**config.mk**
```make
export PLATFORM = sky130hd
export DESIGN_NAME = breath_led_multi
export DESIGN_NICKNAME = d
export VERILOG_FILES = /design/src/rtl/breath_led_multi.sv
export SDC_FILE = /design/constraint.sdc
export NUM_CORES = 1
export LEC_CHECK = 0
export BUFFER_PORTS_ARGS = -buffer_cell sky130_fd_sc_hd__buf_2
export CAP_MARGIN = 20
export CORE_AREA = 3 3 155 119
export CTS_CLUSTER_SIZE = 40
export DETAILED_ROUTE_END_ITERATION = 7
export DIE_AREA = 0 0 158 122
export PLACE_DENSITY = 0.79
export SETUP_SLACK_MARGIN = 0.02
export SLEW_MARGIN = 40
export SYNTH_ARGS = -nofsm -noshare
export SYNTH_HDL_FRONTEND = slang
export SYNTH_SLANG_ARGS = --single-unit
```
**constraint.sdc**
```tcl
create_clock -name sys_clk -period 4.4 [get_ports sys_clk]
set_clock_uncertainty 0.1 [all_clocks]
set_input_delay 0.22 -clock sys_clk [delete_from_list [all_inputs] [get_ports sys_clk]]
set_output_delay 0.22 -clock sys_clk [all_outputs]
set_load 0.02 [all_outputs]
```
**src/rtl/breath_led_multi.sv**
```systemverilog
// Multi-channel PWM LED engine: one shared prescaler and frame counter, per-channel
// off/solid/breath/sawtooth level generators loaded through a single-cycle config port.
module breath_led_multi #(
    parameter int NUM_CH     = 4,
    parameter int CLK_DIV    = 100,
    parameter int PWM_MAX    = 1000,
    parameter int STEP_MAX   = 10,
    parameter int START_STEP = 1
) (
    input  logic              sys_clk,
    input  logic              sys_rst_n,
    input  logic              sw_ctrl,
    input  logic              cfg_we,
    input  logic [3:0]        cfg_ch,
    input  logic [1:0]        cfg_mode,
    input  logic [9:0]        cfg_step,
    input  logic [9:0]        cfg_level,
    output logic [NUM_CH-1:0] led,
    output logic              frame_pulse
);

    localparam int DW = $clog2(PWM_MAX + 1);
    localparam int SW = 10;
    localparam int AW = ((DW > SW) ? DW : SW) + 1;
    localparam int CW = (CLK_DIV > 1) ? $clog2(CLK_DIV) : 1;
    localparam logic [4:0] NUM_CH_W = 5'(NUM_CH);

    typedef enum logic [1:0] {
        MODE_OFF    = 2'd0,
        MODE_SOLID  = 2'd1,
        MODE_BREATH = 2'd2,
        MODE_SAW    = 2'd3
    } mode_e;

    logic [CW-1:0] div_cnt;
    logic [DW-1:0] pwm_cnt;
    logic          tick;
    logic          frame_end;

    mode_e         mode_q  [NUM_CH];
    logic [SW-1:0] step_q  [NUM_CH];
    logic [DW-1:0] lvl_q   [NUM_CH];
    logic          dir_q   [NUM_CH];
    logic [DW-1:0] lvl_nxt [NUM_CH];
    logic          dir_nxt [NUM_CH];
    logic [NUM_CH-1:0] led_q;

    logic          wr_en;
    logic [SW-1:0] wr_step;
    logic [DW-1:0] wr_lvl;

    assign tick      = (div_cnt == CW'(CLK_DIV - 1));
    assign frame_end = tick && (pwm_cnt == DW'(PWM_MAX - 1));

    always_ff @(posedge sys_clk or negedge sys_rst_n) begin
        if (!sys_rst_n) begin
            div_cnt     <= '0;
            pwm_cnt     <= '0;
            frame_pulse <= 1'b0;
        end else begin
            div_cnt <= tick ? '0 : div_cnt + 1'b1;
            if (tick) begin
                pwm_cnt <= (pwm_cnt == DW'(PWM_MAX - 1)) ? '0 : pwm_cnt + 1'b1;
            end
            frame_pulse <= frame_end;
        end
    end

    // Config write decode with step and level clamping; off mode always parks at level 0.
    always_comb begin
        wr_en   = cfg_we && ({1'b0, cfg_ch} < NUM_CH_W);
        wr_step = cfg_step;
        wr_lvl  = DW'(cfg_level);
        if (cfg_step == '0) begin
            wr_step = SW'(1);
        end else if (cfg_step >= SW'(STEP_MAX)) begin
            wr_step = SW'(STEP_MAX);
        end
        if (mode_e'(cfg_mode) == MODE_OFF) begin
            wr_lvl = '0;
        end else if (AW'(cfg_level) > AW'(PWM_MAX)) begin
            wr_lvl = DW'(PWM_MAX);
        end
    end

    // Frame-end level stepping; sums are one bit wider than the operands so they never wrap.
    always_comb begin : level_next
        logic [AW-1:0] up_sum;
        up_sum = '0;
        for (int i = 0; i < NUM_CH; i++) begin
            // NOTE: every comb output gets a default first so no path leaves it unassigned (no latch).
            lvl_nxt[i] = lvl_q[i];
            dir_nxt[i] = dir_q[i];
            up_sum     = AW'(lvl_q[i]) + AW'(step_q[i]);
            case (mode_q[i])
                MODE_OFF:   lvl_nxt[i] = '0;
                MODE_SOLID: lvl_nxt[i] = lvl_q[i];
                MODE_BREATH: begin
                    if (!dir_q[i]) begin
                        if (up_sum >= AW'(PWM_MAX)) begin
                            lvl_nxt[i] = DW'(PWM_MAX);
                            dir_nxt[i] = 1'b1;
                        end else begin
                            lvl_nxt[i] = DW'(up_sum);
                        end
                    end else if (AW'(lvl_q[i]) <= AW'(step_q[i])) begin
                        lvl_nxt[i] = '0;
                        dir_nxt[i] = 1'b0;
                    end else begin
                        lvl_nxt[i] = lvl_q[i] - DW'(step_q[i]);
                    end
                end
                MODE_SAW: lvl_nxt[i] = (up_sum >= AW'(PWM_MAX)) ? '0 : DW'(up_sum);
            endcase
        end
    end

    // NOTE: the per-channel arrays are small flop banks that must come up in a known state, so they are reset.
    always_ff @(posedge sys_clk or negedge sys_rst_n) begin
        if (!sys_rst_n) begin
            for (int i = 0; i < NUM_CH; i++) begin
                mode_q[i] <= MODE_OFF;
                step_q[i] <= SW'(START_STEP);
                lvl_q[i]  <= '0;
                dir_q[i]  <= 1'b0;
                led_q[i]  <= 1'b0;
            end
        end else begin
            for (int i = 0; i < NUM_CH; i++) begin
                if (wr_en && (cfg_ch == 4'(i))) begin
                    mode_q[i] <= mode_e'(cfg_mode);
                    step_q[i] <= wr_step;
                    lvl_q[i]  <= wr_lvl;
                    dir_q[i]  <= 1'b0;
                end else if (frame_end) begin
                    lvl_q[i] <= lvl_nxt[i];
                    dir_q[i] <= dir_nxt[i];
                end
                led_q[i] <= (mode_q[i] != MODE_OFF) && (pwm_cnt < lvl_q[i]);
            end
        end
    end

    assign led = led_q & {NUM_CH{sw_ctrl}};

endmodule

```
==> impl_metrics.env <==
export IMPL_cp_max_fo=8
export IMPL_gp_congestion=0.954
export IMPL_drcViolationCount=0
export IMPL_p_leak_uw=0.00538
export IMPL_switching_power_uw=2820
export IMPL_status="complete, no violations"
export IMPL_clock_power_share_pct=22.2
export IMPL_cts_buffers=17
export IMPL_yosysSeqAreaShare_pct=26.8
export IMPL_hold_path_end="step_q[31]"
export IMPL_postCtsSetupBuffers=0
export IMPL_ys_async_sr_fraction_pct=100
export IMPL_synth_top_area_cell="dfrtp_1"
export IMPL_holdWs_ns=0.0713
export IMPL_min_delay_path_depth=3
export IMPL_crit_chain="ha_1, fa_1, nand2b_4, a221oi_2, o311a_1, or3_1, a222oi_1, a31oi_1, o211ai_1, or3b_1"
export IMPL_max_freq_ghz=0.254
export IMPL_critPathKind="flop to flop"
export IMPL_period_minus_slack_ns=3.93
export IMPL_globalRouteOverflowTotal=0
export IMPL_io_buffer_count=34
export IMPL_synth_adder_area_share_pct=15.4
export IMPL_hold_class="input pin to flop"
export IMPL_wire_per_inst_um=20.0
export IMPL_synth_cell_types=89
export IMPL_max_vdd_ir_drop_mv=0.276
export IMPL_r2r_slack_ns=0.47
export IMPL_cap_violations=0
export IMPL_fp_dieW_um=158
export IMPL_synth_compound_area_share_pct=25.7
export IMPL_core_area_um2=16900
export IMPL_post_route_period_util_pct=89.4
export IMPL_clk_path_buf_depth=2
export IMPL_syn_area_per_cell_um2=8.02
export IMPL_grt_max_degree=49
export IMPL_synth_nets=1483
export IMPL_drive_gt1_share_pct=7.49
export IMPL_antenna_found_initial=0
export IMPL_cp_required_ns=4.59
export IMPL_die_y_um=122
export IMPL_r2r_cells=10
export IMPL_cts_root_buffer="clkbuf_16"
export IMPL_finalHoldViolations=0
export IMPL_powerDensity_nw_per_um2=538
export IMPL_antenna_cells=0
export IMPL_tightest_slew_ns=0.835
export IMPL_synth_top_family_by_area="compound AO/OA/AOI/OAI gates"
export IMPL_cts_tree="yes"
export IMPL_end_kind="flop"
export IMPL_clk_latency_ns=0.43
export IMPL_grtUsageTotal_pct=33.1
export IMPL_p_comb_share_pct=54.0
export IMPL_rsz0062_at_grt="no"
export IMPL_post_synth_top_area_fraction_pct=25.9
export IMPL_start_util_pct=63.1
export IMPL_r2r_start="lvl_q[0]"
export IMPL_grt_pass1_vias=9786
export IMPL_crit_family="compound AO/OA/AOI/OAI gates"
export IMPL_cts_sinks=114
export IMPL_slew_headroom_pct=44.1
export IMPL_internal_power_uw=3370
export IMPL_startpoint_type="flop"
export IMPL_synthCells=1327
export IMPL_drv_slew=0
export IMPL_vias=10300
export IMPL_pin_count=35
export IMPL_core_rowCount=41
export IMPL_ys_flop_type="dfrtp_1"
export IMPL_syn2layout_area_growth_pct=8.05
export IMPL_viasPerCell=6.57
export IMPL_yosys_top_cells_area="dfrtp_1 26%, ha_1 14%, a21oi_1 4.7%"
export IMPL_drtIter0Drc=1090
export IMPL_grt_pass1_wl_um=50400
export IMPL_die_area_um2=19300
export IMPL_slowest_delay_ns=0.66
export IMPL_critPathArrivalTime_ns=4.12
export IMPL_num_nets_final=1491
export IMPL_worst_r2r_endpoint="lvl_q[3]"
export IMPL_fin_tns_setup_ns=0
export IMPL_dp_hpwl_um=22800
export IMPL_ctsResizeCount=0
export IMPL_ant_nets=0
export IMPL_cts_hold_buf=3
export IMPL_cts_htree_levels=4
export IMPL_synthesis_area_um2=10600
export IMPL_pwr_share_seq_pct=23.8
export IMPL_p_sw_share_pct=45.5
export IMPL_synthSimpleGateAreaFrac_pct=21.2
export IMPL_drt_wl_total_um=31200
export IMPL_finalSetupViolCount=0
export IMPL_hp_start="cfg_step[1]"
export IMPL_crit_slowest_cell="a222oi_1"
export IMPL_clk_pin_slew_ns=0.05
export IMPL_synth_edff_count=0
export IMPL_ys_ff_latch=114
export IMPL_synth_xor_area_share_pct=3.87
export IMPL_ys_warn_count=0
export IMPL_dr_pass1_iters=6
export IMPL_critical_path_buf_inv_count=0
export IMPL_muxShareOfSynthArea_pct=0.188
==> Yosys cell counts (all sizes together) (15+ instances only) <==
cell,count
a21o,35
a21oi,101
a31oi,22
and2,18
clkbuf,45
dfrtp,110
ha,118
inv,126
nand2,123
nand2b,31
nand3,38
nor2,104
nor2b,21
nor3,31
o211ai,15
o21ai,67
o22ai,23
or3,19
xnor2,33
==> worst max path at each step <==
stage                     to        from  slack (ns)  depth (start not counted)
floorplan           lvl_q[3]    lvl_q[0]        1.02                         10
global placement    dir_q[1]  step_q[11]        0.72                         10
detailed placement  dir_q[1]  step_q[11]        0.60                         10
CTS                 dir_q[1]  step_q[11]        0.48                         10
global route        dir_q[1]  step_q[10]        0.29                         10
finish              lvl_q[3]    lvl_q[0]        0.47                         10
==> stage by stage <==
| step | setup WS (ns) | total power [uW] | instance area (um^2) | cells | util [%] |
|---|---|---|---|---|---|
| floorplan | 1.02 | 3910 | 10600 | 1327 | - |
| CTS | 0.482 | 6080 | 11500 | 1563 | 68.0 |
| detailed placement | 0.604 | 4670 | 10900 | 1528 | 64.5 |
| global route | 0.287 | 6610 | 11500 | 1563 | 68.1 |
| finish | 0.468 | 6190 | 11500 | 1563 | 68.1 |
| global placement | 0.719 | 4600 | 10900 | 1528 | 64.4 |
==> metal layers <==
metal  global-route usage, %  up-vias  part of all wire, %
met5                       0        -                    0
met4                    9.19        0                  2.1
met3                    7.32       67                   11
met2                    49.5      555                   43
met1                    48.5     4863                   45
li1                        -     4791                    -
==> final cells by class <==
class	count	area [um^2]
flip-flops and latches	114	2860
inverters	126	473
fillers	1422	5380
clock inverters	5	50.0
well taps	215	269
clock buffers	27	523
multi-input cells	1033	7080
repair buffers	43	248
==> tightest hold or removal path, stage by stage <==
cell and delay (ns):
buf_2 0.09, a211oi_2 0.09, o21ai_0 0.15
==> layout by cell type, fill, tap and decap left out, drive strengths merged, types with 5 or more instances in the layout <==
cell	count
a21o	35
and3	11
o21ai	67
or2	10
clkbuf	27
o22ai	23
nand2b	31
a211oi	14
nor3	31
nand4	14
o21a	12
a2111oi	5
and4	5
inv	126
dfrtp	110
fa	8
o221ai	7
xor2	14
or3	19
ha	118
xnor2	33
nor4	11
nand2	123
o31ai	12
nor2	104
o21bai	5
nor2b	21
buf	40
a21oi	101
a311oi	11
a221oi	11
nand3	38
o211ai	15
a211o	11
a31oi	22
and2	18
a22oi	7
==> cells by family after synthesis <==
| logic type | Yosys count |
|---|---|
| simple gates | 454 |
| xor+xnor | 47 |
| flops | 114 |
| buf+inv | 180 |
| fa+ha+maj | 126 |
| compound gates | 404 |
| mux | 2 |
==> registers in the layout (all words and copies together), names as in the netlist <==
signal and flops:
lvl_q 40, mode_q 8, frame_pulse 1, step_q 40, dir_q 4, div_cnt 7
led_q 4, pwm_cnt 10
==> power groups by stage <==
stage          sequential, uW  combinational [uW]  clock (uW)
6_report                 1470                3340        1370
5_1_grt                  1500                3670        1440
4_1_cts                  1470                3230        1380
3_5_place_dp             1480                3190           0
3_3_place_gp             1470                3130           0
2_1_floorplan            1390                2520           0
Note: power is estimated with default switching activity, not from simulation.
